<file path="src/rtl/acl_frame_fwd_ctrl.sv">
// Frame sequencer between the ingress FIFO and egress AXI-Stream: buffers the Eth+IPv4 header,
// asks the ACL for a verdict, then either replays header + cut-through body or discards the frame.
module acl_frame_fwd_ctrl #(
    parameter int          HDR_WORDS      = 9,
    parameter logic [15:0] ETYPE_IPV4     = 16'h0800,
    parameter int          LKP_TIMEOUT    = 64,
    parameter bit          DEFAULT_PERMIT = 1'b0,
    parameter int          CNT_W          = 16
) (
    input  logic             clk,
    input  logic             rst,
    input  logic             i_fifo_empty,
    input  logic [31:0]      i_fifo_tdata,
    input  logic             i_fifo_tlast,
    output logic             o_fifo_rd_en,
    output logic             o_lkp_req,
    output logic [31:0]      o_lkp_src_ip,
    output logic [31:0]      o_lkp_dst_ip,
    output logic [7:0]       o_lkp_proto,
    input  logic             i_lkp_ack,
    input  logic             i_lkp_permit,
    output logic [31:0]      o_txd_tdata,
    output logic             o_txd_tvalid,
    output logic             o_txd_tlast,
    input  logic             i_txd_tready,
    output logic [CNT_W-1:0] o_fwd_cnt,
    output logic [CNT_W-1:0] o_drop_cnt,
    output logic [CNT_W-1:0] o_timeout_cnt
);

    localparam int         TMR_W    = $clog2(LKP_TIMEOUT + 1);
    localparam logic [3:0] LAST_IDX = 4'(HDR_WORDS - 1);

    typedef enum logic [2:0] {
        S_IDLE, S_HDR, S_LOOKUP, S_FWD_HDR, S_FWD_BODY, S_DROP
    } state_t;

    state_t             state_q;
    logic [3:0]         idx_q;
    logic [TMR_W-1:0]   timer_q;
    logic               hdr_last_q;
    logic [31:0]        hbuf_q [HDR_WORDS];
    logic               lkp_req_q;
    logic [31:0]        src_ip_q;
    logic [31:0]        dst_ip_q;
    logic [7:0]         proto_q;
    logic [CNT_W-1:0]   fwd_cnt_q;
    logic [CNT_W-1:0]   drop_cnt_q;
    logic [CNT_W-1:0]   timeout_cnt_q;

    logic               rd_en_d;
    logic               tvalid_d;
    logic [31:0]        tdata_d;
    logic               tlast_d;
    logic               hdr_done;
    logic               runt;
    logic               is_ipv4;
    logic               lkp_ack;
    logic               lkp_timeout;
    logic               decide;
    logic               permit;
    logic               frame_last;

    function automatic logic [CNT_W-1:0] sat_inc(input logic [CNT_W-1:0] v);
        return (&v) ? v : v + 1'b1;
    endfunction

    // Egress and FIFO pop are combinational so the body can cut through without a bubble.
    always_comb begin
        rd_en_d  = 1'b0;
        tvalid_d = 1'b0;
        tdata_d  = '0;
        tlast_d  = 1'b0;
        case (state_q)
            S_HDR, S_DROP: rd_en_d = !i_fifo_empty;
            S_FWD_HDR: begin
                tvalid_d = 1'b1;
                tdata_d  = hbuf_q[idx_q];
                tlast_d  = (idx_q == LAST_IDX) && hdr_last_q;
            end
            S_FWD_BODY: begin
                tvalid_d = !i_fifo_empty;
                tdata_d  = i_fifo_tdata;
                tlast_d  = i_fifo_tlast;
                rd_en_d  = !i_fifo_empty && i_txd_tready;
            end
            default: ;
        endcase
    end

    assign hdr_done    = (state_q == S_HDR) && rd_en_d && (idx_q == LAST_IDX);
    assign runt        = (state_q == S_HDR) && rd_en_d && i_fifo_tlast && (idx_q != LAST_IDX);
    assign is_ipv4     = (hbuf_q[3][31:16] == ETYPE_IPV4);
    assign lkp_ack     = (state_q == S_LOOKUP) && i_lkp_ack;
    assign lkp_timeout = (state_q == S_LOOKUP) && !i_lkp_ack && (timer_q == TMR_W'(LKP_TIMEOUT - 1));
    // Non-IPv4 headers skip the lookup and share the decision path with ack/timeout.
    assign decide      = (hdr_done && !is_ipv4) || lkp_ack || lkp_timeout;
    assign permit      = lkp_ack ? i_lkp_permit : DEFAULT_PERMIT;
    assign frame_last  = hdr_done ? i_fifo_tlast : hdr_last_q;

    always_ff @(posedge clk) begin
        if (rst) begin
            state_q       <= S_IDLE;
            idx_q         <= '0;
            timer_q       <= '0;
            hdr_last_q    <= 1'b0;
            lkp_req_q     <= 1'b0;
            src_ip_q      <= '0;
            dst_ip_q      <= '0;
            proto_q       <= '0;
            fwd_cnt_q     <= '0;
            drop_cnt_q    <= '0;
            timeout_cnt_q <= '0;
            for (int i = 0; i < HDR_WORDS; i++) hbuf_q[i] <= '0;
        end else begin
            case (state_q)
                S_IDLE: begin
                    idx_q <= '0;
                    if (!i_fifo_empty) state_q <= S_HDR;
                end
                S_HDR: begin
                    if (rd_en_d) begin
                        hbuf_q[idx_q] <= i_fifo_tdata;
                        idx_q         <= idx_q + 4'd1;
                        if (runt) begin
                            drop_cnt_q <= sat_inc(drop_cnt_q);
                            state_q    <= S_IDLE;
                        end else if (hdr_done) begin
                            hdr_last_q <= i_fifo_tlast;
                            if (is_ipv4) begin
                                state_q   <= S_LOOKUP;
                                timer_q   <= '0;
                                lkp_req_q <= 1'b1;
                                src_ip_q  <= {hbuf_q[6][15:0], hbuf_q[7][31:16]};
                                dst_ip_q  <= {hbuf_q[7][15:0], i_fifo_tdata[31:16]};
                                proto_q   <= hbuf_q[5][7:0];
                            end
                        end
                    end
                end
                S_LOOKUP: begin
                    timer_q <= timer_q + 1'b1;
                    if (lkp_ack || lkp_timeout) lkp_req_q <= 1'b0;
                    if (lkp_timeout) timeout_cnt_q <= sat_inc(timeout_cnt_q);
                end
                S_FWD_HDR: begin
                    if (i_txd_tready) begin
                        if (idx_q == LAST_IDX) begin
                            if (hdr_last_q) begin
                                fwd_cnt_q <= sat_inc(fwd_cnt_q);
                                state_q   <= S_IDLE;
                            end else begin
                                state_q <= S_FWD_BODY;
                            end
                        end else begin
                            idx_q <= idx_q + 4'd1;
                        end
                    end
                end
                S_FWD_BODY: begin
                    if (rd_en_d && i_fifo_tlast) begin
                        fwd_cnt_q <= sat_inc(fwd_cnt_q);
                        state_q   <= S_IDLE;
                    end
                end
                S_DROP: begin
                    if (rd_en_d && i_fifo_tlast) begin
                        drop_cnt_q <= sat_inc(drop_cnt_q);
                        state_q    <= S_IDLE;
                    end
                end
                default: state_q <= S_IDLE;
            endcase

            // A header-only frame (tlast on the last header word) has nothing left to discard.
            if (decide) begin
                if (permit) begin
                    state_q <= S_FWD_HDR;
                    idx_q   <= '0;
                end else if (!frame_last) begin
                    state_q <= S_DROP;
                end else begin
                    drop_cnt_q <= sat_inc(drop_cnt_q);
                    state_q    <= S_IDLE;
                end
            end
        end
    end

    assign o_fifo_rd_en  = rd_en_d;
    assign o_txd_tvalid  = tvalid_d;
    assign o_txd_tdata   = tdata_d;
    assign o_txd_tlast   = tlast_d;
    assign o_lkp_req     = lkp_req_q;
    assign o_lkp_src_ip  = src_ip_q;
    assign o_lkp_dst_ip  = dst_ip_q;
    assign o_lkp_proto   = proto_q;
    assign o_fwd_cnt     = fwd_cnt_q;
    assign o_drop_cnt    = drop_cnt_q;
    assign o_timeout_cnt = timeout_cnt_q;

endmodule

</file>
<file path="config.mk">
export PLATFORM = sky130hd
export DESIGN_NAME = acl_frame_fwd_ctrl
export DESIGN_NICKNAME = d
export VERILOG_FILES = /design/src/rtl/acl_frame_fwd_ctrl.sv
export SDC_FILE = /design/constraint.sdc
export NUM_CORES = 1
export LEC_CHECK = 0
export CAP_MARGIN = 20
export CORE_ASPECT_RATIO = 0.6
export CORE_MARGIN = 5
export CORE_UTILIZATION = 45
export CTS_BUF_LIST = sky130_fd_sc_hd__clkbuf_16
export CTS_CLUSTER_SIZE = 12
export DETAILED_ROUTE_END_ITERATION = 8
export DONT_BUFFER_PORTS = 1
export SYNTH_ARGS = -nofsm -noshare
export SYNTH_HDL_FRONTEND = slang
export SYNTH_SLANG_ARGS = --single-unit
</file>
<file path="constraint.sdc">
create_clock -name clk -period 4.2 [get_ports clk]
set_input_delay 0.63 -clock clk [delete_from_list [all_inputs] [get_ports clk]]
set_output_delay 0.63 -clock clk [all_outputs]
set_load 0.02 [all_outputs]
</file>
# Word level (Yosys, flattened, before mapping)
# Memory sizes are Yosys's and may differ from the RTL's. A register that Yosys moved wholly into a read port is not among the register bits.
# Index checks and enable logic that the tools add are counted.
# word_totals
mem_bits_rw	288
in_bits	39
mem_count	1
register_bits	96
word_cells	136
# op_classes
add_sub_neg	5
eq_ne	26
n_mux	60
reduce_logical	33
n_bitwise	2
# memory_table
memory	words	width	read_ports	rd_clocked_by_memory_dff	wr	line	text
hbuf_q	9	32	5	4	9	42	logic [31:0] hbuf_q [HDR_WORDS];
# ops
cell	n
16-bit 2-to-1 mux	12
16-bit case mux with 2 select lines	2
32-bit case mux with 2 select lines	1
16-bit by 1-bit adder with 16-bit output, second input constant	3
16-bit AND reduction	3
3-bit 2-to-1 mux	12
32-bit 2-to-1 mux	1
32-bit OR reduction	1
4-bit 2-to-1 mux	7
7-bit 2-to-1 mux	4
2-bit inequality test, second input constant	9
16-bit by 12-bit equality test with 1-bit output, second input constant	1
3-bit case mux with 5 select lines	1
5-bit AND reduction	3
1-bit 2-to-1 mux	14
7-bit case mux with 2 select lines	1
3-bit inequality test, second input constant	4
4-bit inequality test, second input constant	3
4-bit case mux with 3 select lines	1
1-bit logical AND	11
1-bit case mux with 2 select lines	4
8-bit AND reduction	1
7-bit by 1-bit adder with 7-bit output, second input constant	1
7-bit by 6-bit equality test with 1-bit output, second input constant	1
other kinds (15)	25

# Longest topological paths before layout
# Gate-level depths: netlist (run 1).
# depth
depth_word	12
ltp_mapped	14
mapped_depth_nobuf	8

# Worst setup path before layout (run 1)
# No wires, ideal clock.
# synth_path
kind	input to register
startpoint	in i_fifo_empty
endpoint	mem hbuf_q[14][0] (enable)
arrival_ns	2.810
path_stages	4
n_path_buf	0
slack_ns	0.968
required_ns	3.779
path_cell_list	or4b_4 -> nor2_2 -> nand2_1 -> nor2_1
# synth_lines
element	line	text
from (decl)	12	input logic i_fifo_empty,
to (decl)	42	

==> flow_metrics.py, run 1 <==
metrics = {
    "cells_and_area": {
        "antenna_cells": 0,
        "drive_gt1_share_pct": 17.8,
        "fin_area_sq_um": 30600,
        "fin_util_pct": 50.3,
        "syn_to_final_growth_pct": 10.7,
        "fin_nets": 1877,
    },
    "yosys": {
        "yosysWarnings": 0,
        "postSynth.asyncResetShare_pct": 0,
        "yosys_most_used_dff": "edfxtp_1",
        "synth_cells": 1853,
        "avgSynthCellArea_sq_um": 14.9,
        "yosys-top-cells-area": "edfxtp_1 (56%), mux4_2 (13%), dfxtp_1 (9.9%)",
        "synth_edf_count": 512,
        "syn-num-nets": 1900,
        "yosysSeqAreaShare_pct": 65.5,
        "synth.largest_area_cell": "edfxtp_1",
        "synth-seq-cells": 648,
        "synth_area_sq_um": 27600,
        "yosysUniqueCellTypes": 67,
        "synth_top_area_share_pct": 55.7,
    },
    "worst_setup_path": {
        "end_kind": "output port",
        "r2r-start": "state_q[0]",
        "worstRegToRegCells": 7,
        "worstPathArrival_ns": 3.08,
        "reg2reg_to": "hbuf_q[2][24]",
        "required_ns": 3.57,
        "crit_type": "flip-flop to output port",
        "rrSetupSlack_ns": 0.76,
        "timing.critical_path.fanout_max": 40,
        "critPathLaunchType": "flip-flop",
    },
    "route": {
        "wl_per_cell_um": 27.3,
        "drc": 0,
        "drt_first_pass_iters": 5,
        "routed_wl_um": 73400,
        "drt_iter0_drc": 1750,
        "ant_nets": 0,
        "viasPerCell": 5.87,
        "dr_total_vias": 15793,
    },
    "power": {
        "ir_worst_vdd_mv": 0.212,
        "p_comb_share_pct": 6.1,
        "internal-power_mw": 10.5,
        "p_switching_mw": 2.90,
        "clkPwrFrac_pct": 40.5,
        "powerDensity_nw_per_um2": 437,
        "switching_share_pct": 21.7,
        "power_frac_seq_pct": 53.3,
        "finalPower_mw": 13.4,
        "p_leak_nw": 10.0,
    },
    "global_routing": {
        "grt_pass1_vias": 15795,
        "grt_max_degree": 153,
        "antenna_found_initial": 3,
        "track_usage_pct": 22.0,
        "grt_overflow": 0,
        "grt_pass1_wl_um": 109000,
    },
    "clock_network": {
        "cts-hold-fix-buffers": 0,
        "clkSlewWorstSetupHoldPaths_ns": 0.06,
        "cts_resized": 0,
        "cts_tree": "built",
        "cts_root_buf": "clkbuf_16",
        "cts_buffers": 66,
        "cts.htree.levels": 3,
        "post_cts_buffers": 0,
        "cts_max_path_buffers": 3,
        "clkLatencyLatePin_ns": 0.59,
        "clock_sinks": 648,
    },
    "sta": {
        "final-setup-viol-count": 0,
        "max_freq_ghz": 0.270,
        "slew_headroom_pct": 23.0,
        "finClkSkew_ns": 0.0160,
        "final.min_clock_period_ns": 3.71,
        "tightest_slew_ns": 1.15,
        "drv_slew": 0,
        "finalCritPeriodShare_pct": 88.3,
        "rsz0062_at_grt": "false",
        "setup_tns_ns": 0,
        "setup_slack_ns": 0.490,
        "hold_violations": 0,
    },
    "placement": {
        "port_buffers": 0,
        "gp_congestion": 0.822,
        "place_area_sq_um": 28700,
        "dp_slack_ns": 0.872,
        "dp_hpwl_um": 46400,
    },
    "floorplan": {
        "row_count": 70,
        "initial_core_util_pct": 45.4,
        "die_x_um": 330,
        "die-area_sq_um": 66600,
        "die-height_um": 202,
        "core_sq_um": 60900,
        "ios": 195,
    },
    "run": {
        "max_cap_viol_count": 0,
    },
    "min_path": {
        "min_to": "o_lkp_dst_ip[5]",
        "hp-start": "rst",
        "hold_depth": 1,
        "hold_path.class": "input port to flip-flop",
    },
    "outcome": {
        "outcome": "finished, final reports clean",
    },
}
## area by class of cell
cell class	count	area [sq um]
clock buffers	69	1730
clock inverters	33	190
fillers	5049	30300
inverters	7	26.3
multi-input cells	1065	9050
flip-flops and latches	648	18100
well taps	828	1040
repair buffers	42	453
## power groups by stage
| stage | logic, mW | registers, mW | clock network, mW |
|---|---|---|---|
| 4_1_cts | 0.827 | 7.13 | 5.53 |
| 3_3_place_gp | 0.822 | 7.26 | 0 |
| 2_1_floorplan | 0.690 | 7.19 | 0 |
| 6_report | 0.820 | 7.13 | 5.42 |
| 3_5_place_dp | 0.824 | 7.27 | 0 |
| 5_1_grt | 0.872 | 7.14 | 5.82 |
## per-stage QoR
stage	hold slack, ns	instances
3_3_place_gp	0.521	2589
5_1_grt	0.0893	2692
3_5_place_dp	0.523	2589
4_1_cts	0.0807	2691
2_1_floorplan	0.491	1853
6_report	0.116	2692
## registers in the layout (all words and copies together), names as in the netlist
register / count
hbuf_q: 512
o_lkp_dst_ip: 32
o_lkp_src_ip: 32
o_drop_cnt: 16
o_fwd_cnt: 16
o_timeout_cnt: 16
o_lkp_proto: 8
timer_q: 7
idx_q: 4
state_q: 3
hdr_last_q: 1
o_lkp_req: 1
## synthesized netlist by cell type (3+ instances only)
| master | count |
|---|---|
| and4_1 | 5 |
| a21oi_1 | 93 |
| xnor2_1 | 20 |
| and3_1 | 10 |
| mux2i_1 | 6 |
| or3_1 | 7 |
| ha_1 | 8 |
| o31ai_1 | 5 |
| and2_1 | 288 |
| nand2b_1 | 8 |
| mux4_2 | 160 |
| o211ai_1 | 3 |
| nand2_1 | 178 |
| nor3b_1 | 4 |
| a211oi_1 | 8 |
| a31oi_1 | 6 |
| nor3_2 | 5 |
| buf_2 | 18 |
| buf_6 | 4 |
| dfxtp_1 | 136 |
| nor2_1 | 64 |
| xor2_1 | 9 |
| nor3_1 | 21 |
| nand4_1 | 11 |
| a22o_1 | 32 |
| nor2b_1 | 8 |
| buf_1 | 9 |
| or2_2 | 10 |
| o21ai_0 | 16 |
| edfxtp_1 | 512 |
| o41ai_1 | 3 |
| clkbuf_1 | 101 |
| nor4_1 | 7 |
| nor4b_1 | 3 |
| nand3_1 | 20 |
| or4_1 | 6 |
| nand3b_1 | 5 |
| inv_1 | 7 |
## per-layer routing
| metal | routed length, um | vias to the layer above | track usage (%) |
|---|---|---|---|
| li1 | - | 6910 | - |
| met1 | 31000 | 8200 | 31.2 |
| met2 | 34800 | 584 | 34.9 |
| met3 | 5940 | 99 | 5.30 |
| met4 | 1580 | 0 | 5.07 |
| met5 | 0 | - | 0 |
## cells by family after synthesis
logic type / Yosys count / synth area share (%)
simple gates: 671 / 13.3
flops: 648 / 65.5
compound gates: 190 / 4.51
mux: 167 / 13.3
buf+inv: 140 / 2.11
xor+xnor: 29 / 0.919
fa+ha+maj: 8 / 0.362
## critical path, stage by stage (launching register included)
cell and delay [ns]:
dfxtp_4 0.68, buf_12 0.38, mux4_2 0.56, mux4_2 0.49, a22o_1 0.32
## cell usage in the layout (no fill, tap or decap), types with 16 or more instances in the layout
| cell | instances |
|---|---|
| buf_4 | 31 |
| clkbuf_16 | 69 |
| xnor2_1 | 20 |
| nor3_1 | 20 |
| edfxtp_1 | 512 |
| mux4_2 | 160 |
| o21ai_0 | 16 |
| inv_1 | 31 |
| a22o_1 | 32 |
| nor2_1 | 51 |
| dfxtp_1 | 132 |
| a21oi_1 | 93 |
| nand2_1 | 178 |
| nand3_1 | 20 |
| and2_1 | 288 |
## worst max path at each step
| stage | endpoint | depth (start not counted) | from | slack, ns |
|---|---|---|---|---|
| floorplan | hbuf_q[14][0] | 4 | i_fifo_empty | 0.97 |
| global placement | hbuf_q[2][18] | 7 | state_q[0] | 0.93 |
| detailed placement | hbuf_q[2][18] | 7 | state_q[0] | 0.87 |
| CTS | o_txd_tdata[10] | 4 | idx_q[0] | 0.41 |
| global route | o_txd_tdata[9] | 4 | idx_q[0] | 0.32 |
| finish | o_txd_tdata[11] | 4 | idx_q[0] | 0.49 |
Note: power is estimated with default switching activity, not from simulation.
==> run 2: changes to the inputs <==
Settings changed: CORE_MARGIN 5 to 2.
==> flow_metrics.py, run 2 (synthesis gave the netlist of run 1 again) <==
metrics = {
    "clock_network": {
        "cts_buffers": 61,
        "post_cts_buffers": 0,
        "cts_resized": 0,
        "cts.htree.levels": 2,
        "cts_root_buf": "clkbuf_16",
        "cts-hold-fix-buffers": 0,
        "clkLatencyLatePin_ns": 0.64,
        "clkSlewWorstSetupHoldPaths_ns": 0.06,
        "clock_sinks": 648,
        "cts_tree": "built",
        "cts_max_path_buffers": 3,
    },
    "sta": {
        "setup_tns_ns": 0,
        "max_freq_ghz": 0.271,
        "finalHoldWorstSlack_ns": 0.0887,
        "final.min_clock_period_ns": 3.68,
        "hold_violations": 0,
        "rsz0062_at_grt": "false",
        "finClkSkew_ns": 0.0223,
        "tightest_slew_ns": 0.839,
        "setup_slack_ns": 0.515,
        "drv_slew": 0,
        "final-setup-viol-count": 0,
        "slew_headroom_pct": 43.6,
        "finalCritPeriodShare_pct": 87.7,
    },
    "placement": {
        "dp_hpwl_um": 46000,
        "gp_congestion": 0.819,
        "dp_slack_ns": 1.13,
        "port_buffers": 0,
        "place_area_sq_um": 28700,
        "dp_cells": 2596,
    },
    "worst_setup_path": {
        "crit_buf_inv": 1,
        "crit_path_frequent_cell": "mux4_2",
        "slowest_delay_ns": 0.82,
        "crit_type": "flip-flop to output port",
        "worstPathArrival_ns": 3.05,
        "critPathLaunchType": "flip-flop",
        "timing.critical_path.fanout_max": 45,
        "crit_slowest_cell": "dfxtp_4",
        "end_kind": "output port",
        "path_cells": "buf_12, mux4_2, mux4_2, a22o_1",
        "required_ns": 3.57,
        "path_delay_family": "multiplexers",
    },
    "route": {
        "drt_iter0_drc": 1676,
        "viasPerCell": 5.97,
        "dr_total_vias": 16044,
        "ant_nets": 0,
        "drt_first_pass_iters": 5,
        "routed_wl_um": 73600,
        "drc": 0,
        "wl_per_cell_um": 27.4,
    },
    "floorplan": {
        "row_count": 70,
        "die_x_um": 324,
        "die-area_sq_um": 63500,
        "initial_core_util_pct": 45.4,
        "ios": 195,
        "die-height_um": 196,
        "core_sq_um": 60800,
    },
    "power": {
        "finalPower_mw": 12.9,
        "p_leak_nw": 9.94,
        "powerDensity_nw_per_um2": 425,
        "ir_worst_vdd_mv": 0.305,
    },
    "global_routing": {
        "track_usage_pct": 23.3,
        "grt_pass1_vias": 15607,
        "grt_pass1_wl_um": 108000,
        "grt_max_degree": 153,
        "grt_overflow": 0,
        "antenna_found_initial": 1,
    },
    "cells_and_area": {
        "fin_util_pct": 50.0,
        "fin_nets": 1878,
        "syn_to_final_growth_pct": 10.1,
        "stdcell_count": 2688,
        "fin_area_sq_um": 30400,
        "final_common_cell": "edfxtp_1",
        "drive_gt1_share_pct": 17.5,
        "final_cell_mix": "edfxtp_1 (512), and2_1 (288), nand2_1 (178)",
        "largest_register_ffs": 512,
        "regMostFlops": "hbuf_q",
    },
    "run": {
        "max_cap_viol_count": 0,
    },
    "min_path": {
        "hold_path.class": "input port to flip-flop",
    },
    "outcome": {
        "outcome": "finished, final reports clean",
    },
}
==> run 2: per-layer routing <==
metal | global-route usage (%) | part of all wire [%]
met5 | 0 | 0
met4 | 4.80 | 1.7
met2 | 35.2 | 46
met3 | 4.50 | 7.6
met1 | 35.4 | 45
==> run 2: path summary, 6_finish.rpt <==
check / slack [ns] / to / cells past startpoint / from
worst max-delay path: 0.52 / o_txd_tdata[19] / 4 / idx_q[1]
worst min-delay path: 0.09 / hbuf_q[14][13] / 0 / i_fifo_tdata[13]
worst max register to register: 1.09 / o_drop_cnt[8] / 6 / hbuf_q[3][20]
worst min register to register: 0.54 / o_lkp_proto[1] / 2 / hbuf_q[5][1]
==> run 2: report_power, final <==
part           switching (mW)  total (mW)  leakage (nW)  internal (mW)
combinational           0.454       0.846          2.94          0.392
sequential             0.0780        7.10          6.09           7.03
clock                    2.34        4.96         0.915           2.63
total                    2.87        12.9          9.94           10.0
==> run 2: final cells by class <==
class	instances	area, sq um
fill	5157	30400
clock inverter	29	146
multi-input combinational	1065	9050
clock buffer	62	1550
inverter	7	26.3
tap	828	1040
timing repair buffer	48	498
sequential	648	18100
antenna	1	2.50
==> run 3: changes to the inputs <==
Settings changed: ABC_AREA set to 1.
Clock period 4.2 ns to 3.7 ns, I/O delays scaled along.
==> flow_metrics.py, run 3 <==
metrics = {
    "clock_network": {
        "cts_buffers": 66,
        "clock_sinks": 648,
        "cts.htree.levels": 3,
        "cts_tree": "built",
        "clkSlewWorstSetupHoldPaths_ns": 0.06,
        "cts_max_path_buffers": 3,
        "cts_root_buf": "clkbuf_16",
        "clkLatencyLatePin_ns": 0.61,
    },
    "global_routing": {
        "grt_pass1_vias": 19593,
        "grt_pass1_wl_um": 122000,
        "track_usage_pct": 25.5,
        "grt_overflow": 0,
        "grt_max_degree": 84,
        "antenna_found_initial": 0,
    },
    "sta": {
        "slew_headroom_pct": 31.0,
        "drv_slew": 0,
        "setup_tns_ns": 0,
        "tightest_slew_ns": 1.03,
        "finalCritPeriodShare_pct": 97.0,
        "hold_violations": 0,
        "finClkSkew_ns": 0.0279,
        "final.min_clock_period_ns": 3.59,
        "max_freq_ghz": 0.279,
        "final-setup-viol-count": 0,
        "rsz0062_at_grt": "true",
    },
    "yosys": {
        "yosys-top-cells-area": "edfxtp_1 (56%), nor2_1 (10%), dfxtp_1 (9.9%)",
        "synth_cells": 2747,
        "syn-num-nets": 2794,
        "synth_area_sq_um": 27500,
        "yosysWarnings": 0,
        "post-synth-top-count-cell": "nor2_1",
        "yosysUniqueCellTypes": 42,
        "yosys_most_used_dff": "edfxtp_1",
        "synth-seq-cells": 648,
        "synth_common_cells": "nor2_1 (759), edfxtp_1 (512), o21ai_0 (390)",
        "yosysSeqAreaShare_pct": 65.8,
        "synth.largest_area_cell": "edfxtp_1",
        "avgSynthCellArea_sq_um": 10.0,
        "postSynth.asyncResetShare_pct": 0,
        "synth_edf_count": 512,
        "synth_top_area_share_pct": 55.9,
    },
    "worst_setup_path": {
        "r2r-start": "idx_q[0]",
        "rrSetupSlack_ns": 0.73,
        "end_kind": "output port",
        "crit_buf_inv": 2,
        "timing.critical_path.fanout_max": 77,
        "crit_type": "flip-flop to output port",
        "worstRegToRegCells": 7,
        "reg2reg_to": "hbuf_q[5][8]",
        "path_cells": "buf_4, o21ai_0, o22ai_1, nand2_1, nand4_1, nand2_1, o21ai_0, buf_4",
        "critPathLaunchType": "flip-flop",
        "worstPathArrival_ns": 3.03,
        "slowest_delay_ns": 0.70,
        "crit_slowest_cell": "buf_4",
        "path_delay_family": "buffers and inverters",
        "required_ns": 3.14,
    },
    "cells_and_area": {
        "fin_nets": 2777,
        "largest_register_ffs": 512,
        "fin_area_sq_um": 30600,
        "stdcell_count": 3593,
        "regMostFlops": "hbuf_q",
        "fill_cells": 5390,
        "final_cell_mix": "nor2_1 (751), edfxtp_1 (512), o21ai_0 (390)",
        "fin_util_pct": 50.3,
        "syn_to_final_growth_pct": 11.1,
        "final_common_cell": "nor2_1",
        "drive_gt1_share_pct": 7.49,
    },
    "floorplan": {
        "core_sq_um": 60700,
        "die_x_um": 323,
        "die-area_sq_um": 63200,
        "row_count": 70,
        "initial_core_util_pct": 45.3,
        "die-height_um": 196,
        "ios": 195,
    },
    "route": {
        "wl_per_cell_um": 22.6,
        "drc": 0,
        "drt_iter0_drc": 2163,
        "ant_nets": 0,
        "drt_first_pass_iters": 6,
        "routed_wl_um": 81200,
        "viasPerCell": 5.74,
        "dr_total_vias": 20619,
    },
    "power": {
        "finalPower_mw": 16.1,
        "p_comb_share_pct": 12.8,
        "p_switching_mw": 4.29,
        "switching_share_pct": 26.5,
        "internal-power_mw": 11.9,
        "ir_worst_vdd_mv": 0.342,
        "p_leak_nw": 11.3,
        "clkPwrFrac_pct": 36.9,
        "powerDensity_nw_per_um2": 528,
        "power_frac_seq_pct": 50.2,
    },
    "min_path": {
        "hold_depth": 0,
        "hold_path.class": "input port to flip-flop",
        "hp-start": "i_fifo_tdata[0]",
        "min_to": "hbuf_q[12][0]",
    },
    "outcome": {
        "outcome": "finished, final reports clean",
    },
    "run": {
        "max_cap_viol_count": 0,
    },
    "placement": {
        "dp_hpwl_um": 51200,
        "dp_cells": 3489,
        "place_area_sq_um": 28700,
        "gp_congestion": 0.891,
        "port_buffers": 0,
    },
}
run 3: layout make-up:
class | instances | area [sq um] | area share, %
Sequential cell | 648 | 18100 | 59.3
Multi-Input combinational cell | 1800 | 8310 | 27.2
Clock buffer | 67 | 1680 | 5.49
Tap cell | 828 | 1040 | 3.39
Timing Repair Buffer | 98 | 826 | 2.70
Inverter | 116 | 444 | 1.45
Clock inverter | 35 | 155 | 0.508
Antenna cell | 1 | 2.50 | 0.00819
run 3: through the flow:
stage,hold slack (ns),worst slack (ns)
after detailed placement,0.473,0.740
final,0.0353,0.111
after global routing,0.00540,-0.0334
after floorplan,0.454,0.584
after global placement,0.465,0.705
after CTS,0.00319,0.0828
run 3: what timing repair did:
action	in CTS	in global routing
buffers inserted	0	0
hold buffers	1	0
setup endpoints to repair	0	11
endpoints found under the hold margin	11	0
resized for setup	0	1
run 3: worst reg2reg max path: cells and delay by family, from the launching register on:
family | cells | cell delay [ns]
buffers and inverters | 3 | 1.11
and+or+nand+nor | 3 | 0.78
DFF | 1 | 0.51
adders and majority gates | 1 | 0.26
run 3: cells by family (layout without fill, tap and decap cells):
family	after synthesis	after routing	synth area share [%]
buffers and inverters	299	316	4.23
AO/OA/AOI/OAI	618	618	12.2
flip-flops	648	648	65.8
other	0	1	0
adder cells (fa/ha/maj)	8	8	0.364
AND/OR/NAND/NOR	1156	1156	16.8
XOR/XNOR	18	18	0.573
run 3: power by group through the flow:
stage               Clock, mW  Combinational (mW)  Sequential, mW
CTS                      6.07                2.06            8.11
global placement            0                2.02            8.26
floorplan                   0                1.42            8.22
detailed placement          0                2.05            8.27
finish                   5.97                2.07            8.11
global route             6.35                2.27            8.13
run 3: layer usage:
metal / wire length [um] / GRT usage [%]
met1: 35200 / 36.1
met2: 38400 / 40.6
met3: 6020 / 5.19
met4: 1580 / 5.93
met5: 0 / 0
run 3: how the worst max path moves through the flow:
stage | cells past startpoint | end | start
final | 8 | o_txd_tdata[31] | idx_q[0]
after CTS | 10 | o_txd_tdata[14] | idx_q[0]
after global routing | 7 | o_txd_tdata[22] | idx_q[0]
after detailed placement | 9 | o_txd_tdata[0] | idx_q[0]
after global placement | 10 | o_txd_tdata[17] | idx_q[0]
after floorplan | 8 | hbuf_q[10][0] | idx_q[0]
